File: src/rtl/snn_ctrl_pkg.sv
// Shared encodings and default widths for the SNN sweep controller
// and the IF neuron core.
package snn_ctrl_pkg;

    localparam int DEF_N_POST         = 256;
    localparam int DEF_POST_ADDR_W    = 8;
    localparam int DEF_PRE_ADDR_W     = 8;
    localparam int DEF_OUT_FIFO_DEPTH = 16;

    typedef enum logic [1:0] {
        CMD_SYN   = 2'd0,
        CMD_TSTEP = 2'd1,
        CMD_TREF  = 2'd2,
        CMD_RSVD  = 2'd3
    } cmd_type_e;

    typedef enum logic [1:0] {
        ST_IDLE  = 2'd0,
        ST_SWEEP = 2'd1,
        ST_DRAIN = 2'd2
    } sweep_state_e;

endpackage

File: src/rtl/spike_aer_fifo.sv
// Synchronous first-word fall-through FIFO for AER addresses,
// with occupancy output; pointers wrap modulo DEPTH (power of 2).
module spike_aer_fifo #(
    parameter int WIDTH = 8,
    parameter int DEPTH = 16,
    localparam int PW   = $clog2(DEPTH)
) (
    input  logic             clk,
    input  logic             rst,
    input  logic             push,
    input  logic [WIDTH-1:0] push_data,
    input  logic             pop,
    output logic [WIDTH-1:0] head_data,
    output logic             empty,
    output logic [PW:0]      count
);

    logic [WIDTH-1:0] mem_q [DEPTH];
    logic [PW-1:0]    wr_ptr_q, wr_ptr_d;
    logic [PW-1:0]    rd_ptr_q, rd_ptr_d;
    logic [PW:0]      count_q, count_d;
    logic             do_push, do_pop;

    // Next pointer/occupancy; pop on empty and push on full are dropped
    always_comb begin
        do_push  = push && (count_q != (PW+1)'(DEPTH));
        do_pop   = pop && (count_q != '0);
        wr_ptr_d = wr_ptr_q;
        rd_ptr_d = rd_ptr_q;
        count_d  = count_q;
        if (do_push) wr_ptr_d = wr_ptr_q + PW'(1);
        if (do_pop)  rd_ptr_d = rd_ptr_q + PW'(1);
        unique case ({do_push, do_pop})
            2'b10:   count_d = count_q + (PW+1)'(1);
            2'b01:   count_d = count_q - (PW+1)'(1);
            default: count_d = count_q;
        endcase
    end

    // Pointer and occupancy registers
    always_ff @(posedge clk) begin
        if (rst) begin
            wr_ptr_q <= '0;
            rd_ptr_q <= '0;
            count_q  <= '0;
        end else begin
            wr_ptr_q <= wr_ptr_d;
            rd_ptr_q <= rd_ptr_d;
            count_q  <= count_d;
        end
    end

    // Storage array, no reset needed
    always_ff @(posedge clk) begin
        if (do_push) mem_q[wr_ptr_q] <= push_data;
    end

    assign head_data = mem_q[rd_ptr_q];
    assign empty     = (count_q == '0);
    assign count     = count_q;

endmodule

File: src/rtl/neuron_sweep_ctrl.sv
// Command sequencer feeding the IF neuron datapath: sweeps all
// post-neurons per command and queues time-step spikes as AER.
module neuron_sweep_ctrl
    import snn_ctrl_pkg::*;
#(
    parameter int N_POST          = DEF_N_POST,
    parameter int POST_ADDR_WIDTH = DEF_POST_ADDR_W,
    parameter int PRE_ADDR_WIDTH  = DEF_PRE_ADDR_W,
    parameter int OUT_FIFO_DEPTH  = DEF_OUT_FIFO_DEPTH
) (
    input  logic                                     CLK,
    input  logic                                     RST,
    input  logic                                     cmd_valid,
    input  logic [1:0]                               cmd_type,
    input  logic [PRE_ADDR_WIDTH-1:0]                cmd_addr,
    output logic                                     cmd_ready,
    output logic                                     state_rd_en,
    output logic [POST_ADDR_WIDTH-1:0]               state_rd_addr,
    output logic                                     state_wr_en,
    output logic [POST_ADDR_WIDTH-1:0]               state_wr_addr,
    output logic                                     weight_rd_en,
    output logic [PRE_ADDR_WIDTH+POST_ADDR_WIDTH-1:0] weight_rd_addr,
    output logic                                     neuron_event,
    output logic                                     time_step_event,
    output logic                                     time_ref_event,
    input  logic                                     spike_in,
    output logic                                     spk_valid,
    output logic [POST_ADDR_WIDTH-1:0]               spk_addr,
    input  logic                                     spk_ready,
    output logic                                     busy
);

    localparam int KW  = POST_ADDR_WIDTH + 1;
    localparam int FPW = $clog2(OUT_FIFO_DEPTH);
    localparam int GW  = FPW + 2;

    sweep_state_e                state_q, state_d;
    cmd_type_e                   type_q, type_d;
    logic [PRE_ADDR_WIDTH-1:0]   pre_q, pre_d;
    logic [KW-1:0]               k_q, k_d;
    logic                        s1_valid_q, s1_valid_d;
    logic [POST_ADDR_WIDTH-1:0]  s1_idx_q, s1_idx_d;
    logic                        rst_q;

    logic                        accept, stall, issue, last;
    logic                        spk_push, fifo_empty;
    logic [FPW:0]                fifo_count;

    // Issue gating, index advance and FSM next state
    always_comb begin
        accept = cmd_valid && cmd_ready;
        stall  = (type_q == CMD_TSTEP) &&
                 ((GW'(fifo_count) + GW'(s1_valid_q)) >=
                  GW'(OUT_FIFO_DEPTH));
        issue  = (state_q == ST_SWEEP) && !stall;
        last   = (k_q == KW'(N_POST - 1));

        state_d    = state_q;
        type_d     = type_q;
        pre_d      = pre_q;
        k_d        = k_q;
        s1_valid_d = issue;
        s1_idx_d   = k_q[POST_ADDR_WIDTH-1:0];

        unique case (state_q)
            ST_IDLE: begin
                if (accept) begin
                    type_d  = cmd_type_e'(cmd_type);
                    pre_d   = cmd_addr;
                    k_d     = '0;
                    state_d = (cmd_type == CMD_RSVD) ? ST_DRAIN
                                                     : ST_SWEEP;
                end
            end
            ST_SWEEP: begin
                if (issue) begin
                    k_d = k_q + KW'(1);
                    if (last) state_d = ST_DRAIN;
                end
            end
            ST_DRAIN: state_d = ST_IDLE;
            default:  state_d = ST_IDLE;
        endcase
    end

    // FSM and pipeline registers; reset aborts any sweep in flight
    always_ff @(posedge CLK) begin
        if (RST) begin
            state_q    <= ST_IDLE;
            type_q     <= CMD_SYN;
            pre_q      <= '0;
            k_q        <= '0;
            s1_valid_q <= 1'b0;
            s1_idx_q   <= '0;
            rst_q      <= 1'b1;
        end else begin
            state_q    <= state_d;
            type_q     <= type_d;
            pre_q      <= pre_d;
            k_q        <= k_d;
            s1_valid_q <= s1_valid_d;
            s1_idx_q   <= s1_idx_d;
            rst_q      <= 1'b0;
        end
    end

    assign cmd_ready       = (state_q == ST_IDLE) && !rst_q;
    assign busy            = (state_q != ST_IDLE);

    assign state_rd_en     = issue;
    assign state_rd_addr   = k_q[POST_ADDR_WIDTH-1:0];
    assign weight_rd_en    = issue && (type_q == CMD_SYN);
    assign weight_rd_addr  = {pre_q, k_q[POST_ADDR_WIDTH-1:0]};

    assign state_wr_en     = s1_valid_q;
    assign state_wr_addr   = s1_idx_q;
    assign neuron_event    = s1_valid_q && (type_q == CMD_SYN);
    assign time_step_event = s1_valid_q && (type_q == CMD_TSTEP);
    assign time_ref_event  = s1_valid_q && (type_q == CMD_TREF);

    assign spk_push        = s1_valid_q && (type_q == CMD_TSTEP) &&
                             spike_in;

    spike_aer_fifo #(
        .WIDTH (POST_ADDR_WIDTH),
        .DEPTH (OUT_FIFO_DEPTH)
    ) u_spk_fifo (
        .clk       (CLK),
        .rst       (RST),
        .push      (spk_push),
        .push_data (s1_idx_q),
        .pop       (spk_ready),
        .head_data (spk_addr),
        .empty     (fifo_empty),
        .count     (fifo_count)
    );

    assign spk_valid = !fifo_empty;

endmodule

File: config.mk
export PLATFORM = sky130hd
export DESIGN_NAME = neuron_sweep_ctrl
export DESIGN_NICKNAME = d
export VERILOG_FILES = /design/src/rtl/snn_ctrl_pkg.sv /design/src/rtl/spike_aer_fifo.sv /design/src/rtl/neuron_sweep_ctrl.sv
export SDC_FILE = /design/constraint.sdc
export NUM_CORES = 1
export LEC_CHECK = 0
export ABC_AREA = 1
export ABC_CLOCK_PERIOD_IN_PS = 2300
export CAP_MARGIN = 5
export CORE_MARGIN = 3
export CORE_UTILIZATION = 51
export CTS_CLUSTER_DIAMETER = 40
export DETAILED_ROUTE_END_ITERATION = 16
export DONT_BUFFER_PORTS = 1
export GPL_ROUTABILITY_DRIVEN = 0
export PLACE_DENSITY = 0.66
export SLEW_MARGIN = 20
export SYNTH_ARGS = -nofsm -noshare
export SYNTH_HDL_FRONTEND = slang
export SYNTH_SLANG_ARGS = --single-unit
File: constraint.sdc
create_clock -name CLK -period 2.3 [get_ports CLK]
set_clock_uncertainty 0.15 [all_clocks]
set_input_delay 0.46 -clock CLK [delete_from_list [all_inputs] [get_ports CLK]]
set_output_delay 0.46 -clock CLK [all_outputs]
set_load 0.02 [all_outputs]
# == Word level (Yosys, flattened, before mapping) ==
# Memories as Yosys holds them, arrays and structs flattened. A register that Yosys moved wholly into a read port is not among the register bits.
# Cells that the tools add are included.
# word_totals
output_inout_bits,49
elab_cells,67
inputBits,15
n_memories,1
ramBits,128
ff_bits,44
# op_classes
n_eq_ne,11
n_mux,14
n_reduce_logical,24
order_cmp,1
add_sub_neg,6
# mem_list
name,words,width,rd,rd_clocked_by_memory_dff,wr,line_no,source
u_spk_fifo.mem_q,16,8,1,1,1,spike_aer_fifo.sv:18,logic [WIDTH-1:0] mem_q [DEPTH];
# op_table
op,n
2-to-1 mux 9 bit,2
one-hot mux 9 bit (2 select lines),1
logical AND 1 bit,11
one-hot mux 5 bit (2 select lines),1
"adder 9 x 1 -> 9 bit, second input constant",1
"== test 9 x 8 -> 1 bit, second input constant",1
"adder 4 x 1 -> 4 bit, second input constant",2
2-to-1 mux 2 bit,4
2-to-1 mux 4 bit,2
adder 5 x 1 -> 6 bit,1
"== test 2 x 1 -> 1 bit, second input constant",3
"== test 2 bit, second input constant",3
"greater-or-equal comparator 6 x 5 -> 1 bit, second input constant",1
"inequality test 2 bit, second input constant",3
AND reduction 3 bit,2
nonzero test 2 bit,3
"adder 5 x 1 -> 5 bit, second input constant",1
logical NOT 5 bit,1
"inequality test 5 bit, second input constant",1
nonzero test 5 bit,1
"subtractor 5 x 1 -> 5 bit, second input constant",1
logical NOT 2 bit,2
one-hot mux 2 bit (2 select lines),1
logical NOT 1 bit,3
other kinds (2),4

# == Logic depth before layout (Yosys ltp) ==
# logic_depth
depth_word,7
mapped_depth,16
ltp_nobuf,15

# == Cells and area by module ==
# From an unflattened synthesis, not the netlist that was laid out.
# hier_totals
cells_unflattened,678
hier_area_um2,7643.6
# by_module_without_submodules
mod,seq_area_each_um2,cells_per_inst,instances,area_each_um2
spike_aer_fifo,4184.0,473,1,6060.8
neuron_sweep_ctrl,620.6,205,1,1582.8

# == Least setup slack after synthesis ==
# Ideal clock, no wire load.
# synth_timing
path_kind,reg-to-reg
from,"reg u_spk_fifo.count_q[0], in the netlist u_spk_fifo.count[0]"
to,"reg u_spk_fifo.count_q[4], in the netlist u_spk_fifo.count[4]"
synth_period_minus_slack_ns,2.304
setup_time_ns,0.120
path_buffers,1
required_time_ns,2.030
stages_incl_launch_ff,17
setup_slack_ns,-0.004
arrival_time_ns,2.033
path_cell_list,dfxtp_1 > nor2_2 > nand4_1 > nand2_2 > inv_2 > ha_1 > buf_6 > xor2_1 > ha_1 > inv_1 > nand2_1 > nand3_1 > nand2_1 > nand2_1 > nand2_1 > nand2_1 > a21oi_1
# synth_between
elab_chain_len,4
word_cells_on_any_way,10
classes_between,add/sub: 2; eq/ne: 3; mux: 1; reduce/logical: 4
# synth_rtl
element,line_no,source
"start, declared",spike_aer_fifo.sv:21,"logic [PW:0] count_q, count_d;"
"start signal, assigned",spike_aer_fifo.sv:49,count_q <= count_d;
branches (longest 4 deep; another with subtractor 5 x 1 -> 5 bit),--,
# Parallel ways; which one is timed is not known.
# A chain may end at the register's enable or synchronous reset.

==> metrics.txt <==
type of the worst setup path reg -> out; number of max-cap violations 0; clock network fraction of total power 30.4%; 1st-pass router iterations 5; area grow syn2layout 16.2%; count of final setup violators 0; DRC 0; GRT overflow 0; share of post-route cells with drive strength above 1 21.7%; DR WL/cell 17.2 microns; sequential element share of the synthesized area 62.3%; pwr/cell area 988 mW/mm^2; slowest stage delay, CP 400 ps; Yosys Warn Count 0; Syn Area/Cell 10.3 sq um; status completed; WP buf/inv 2; DR vias 5288; clock slew at reported path FFs 60 ps; internal power 6.00 mW; core footprint 0.0146 sq mm; Setup WS post-layout 25.2 ps; Finished Core Util 61.2%; clock tree sinks 176; path type of the worst min-delay path in -> reg; Die Y 129 microns; post-place setup slack -80.1 ps; Final Critical Period 2270 ps; worst-margin pin slew 781 ps; FF+latch count, synth 176; Reg power frac 41.1%; CTS H-tree lvls 4; vias in the first global route 5195; net switching power 2.86 mW; Post-Route WL 16800 microns; Port Buffers 0; RSZ-0062 raised after global routing yes; Iter 0 DRT Violations 504; Via-to-Cell Ratio 5.41; Worst path top cell family by delay flip-flops; Netlist cell types 34; Die W 129 microns; Max IR drop VDD 0.621 mV; Cells after Synth 745; clk buf depth 2; Comb power frac 28.6%; cell area after synthesis 0.00771 sq mm; number of buffers created by CTS 17; worst hold margin 21.1 ps; Achievable Freq 440 MHz; DIE AREA 0.0166 sq mm; Final period util 98.9%; first-pass GRT wire length 26800 microns; Tot Pwr 8.86 mW; CP Capture Type output port; crit start category flop; commonest non-fill, non-tap cell in the layout edfxtp_1; Total Routing Usage GR 21.1%; CTS tree done; Setup TNS 0 ps; critical path peak fanout 6; Pleak 3.44 nW; WP data arrival 1660 ps; relative slew slack 47.8%; largest net degree at the start of global routing 39; final hold vios 0; initial core utilization 52.6%; Ant. Diodes 0; most frequent cells in the layout 128 x edfxtp_1, 105 x inv_1, 98 x nand2_1; io pins 64; Req. time, crit path 1690 ps; # nets final 806; HPWL Detailed 11000 microns; clk root buf clkbuf_16; switching part of the total 32.3%; antenna-violating nets left 0; cell mode on critical path buf_6; critical-path cell list buf_6, buf_6, a21oi_2, o21ai_1, nand3_1, nand3_2, nand2_4; worst skew pair latency 430 ps; syn_nets 770; slowest cell on the critical path dfxtp_4; Slew Viols, Final 0; number of cell rows 44; antenna violations before repair 0
==> flip-flops by register name, indices dropped and copies added, names as in the netlist, named ones only <==
name,flops
u_spk_fifo.rd_ptr_q,4
state_q,2
state_wr_addr,8
state_wr_en,1
pre_q,8
u_spk_fifo.count,5
k_q,9
u_spk_fifo.mem_q,128
u_spk_fifo.wr_ptr_q,4
rst_q,1
type_q,2
==> repair_timing <==
item / 4_1_cts / 5_1_grt
resized for setup: 13 / 52
endpoints found under the hold margin: 31 / 0
buffers inserted: 3 / 14
hold buffers: 1 / 0
pin swaps: 2 / 24
gates cloned: 0 / 1
endpoints found under the setup margin: 9 / 11
==> cells by family after synthesis <==
group	after synthesis	synth area share [%]
simple gates	247	14.3
flops	176	62.3
buf+inv	163	9.76
compound gates	143	11.3
fa+ha+maj	10	1.62
xor+xnor	6	0.682
==> synthesized netlist by cell type, drive strengths merged <==
cell type,count,share of area [%]
nor2,52,3.0
ha,10,1.6
buf,42,3.8
nor3,5,0.32
inv,113,5.5
o31ai,1,0.097
clkinv,2,0.13
nand3,72,4.7
o21bai,1,0.097
xor2,4,0.45
a21oi,62,4.3
o211ai,32,3.8
dlygate4sd1,1,0.11
dfxtp,48,12
xnor2,2,0.23
nand2,115,6.0
o21ai,47,3.1
nand4,3,0.24
edfxtp,128,50
clkbuf,5,0.24
==> final cells by class <==
class | instances | area [sq um]
Fill cell | 1160 | 5680
Sequential cell | 176 | 4820
Multi-Input combinational cell | 406 | 2320
Timing Repair Buffer | 65 | 599
Clock buffer | 23 | 499
Inverter | 115 | 440
Tap cell | 184 | 230
Clock inverter | 9 | 55.1
==> path summary, 6_finish.rpt <==
kind,slack (ps),from,endpoint,depth (start not counted)
setup / recovery,30,flop,spk_addr[7],7
hold / removal,20,RST,u_spk_fifo.count[3],3
setup reg to reg,110,u_spk_fifo.count[3],u_spk_fifo.count[4],15
hold reg to reg,310,k_q[8],k_q[8],2
==> per-layer routing <==
metal  vias up  GRT usage [%]  routed length (microns)  share of wire, %
met4         0           8.52                      346               2.1
met1      2509           26.7                     7170                43
met3        34           5.89                     1040               6.2
li1       2567              -                        -                 -
met5         -              0                        0                 0
met2       178           34.4                     8220                49
==> worst min-delay path, delay by kind of cell <==
family                 cells  cell delay, ps
AO/OA/AOI/OAI              1              20
buffers and inverters      1              30
AND/OR/NAND/NOR            1              50
==> through the flow <==
step	instances	cell area, sq um
after floorplan	745	7710
after global placement	928	8030
after detailed placement	928	8030
after CTS	964	8670
after global routing	978	8960
final	978	8960
==> power by group through the flow <==
stage	Sequential, mW	Combinational, mW	Clock, mW
3_5_place_dp	3.70	2.00	0
3_3_place_gp	3.69	1.94	0
5_1_grt	3.65	2.78	2.87
2_1_floorplan	3.59	1.66	0
4_1_cts	3.61	2.14	2.73
6_report	3.64	2.53	2.69
Note: power is estimated with default switching activity, not from simulation.
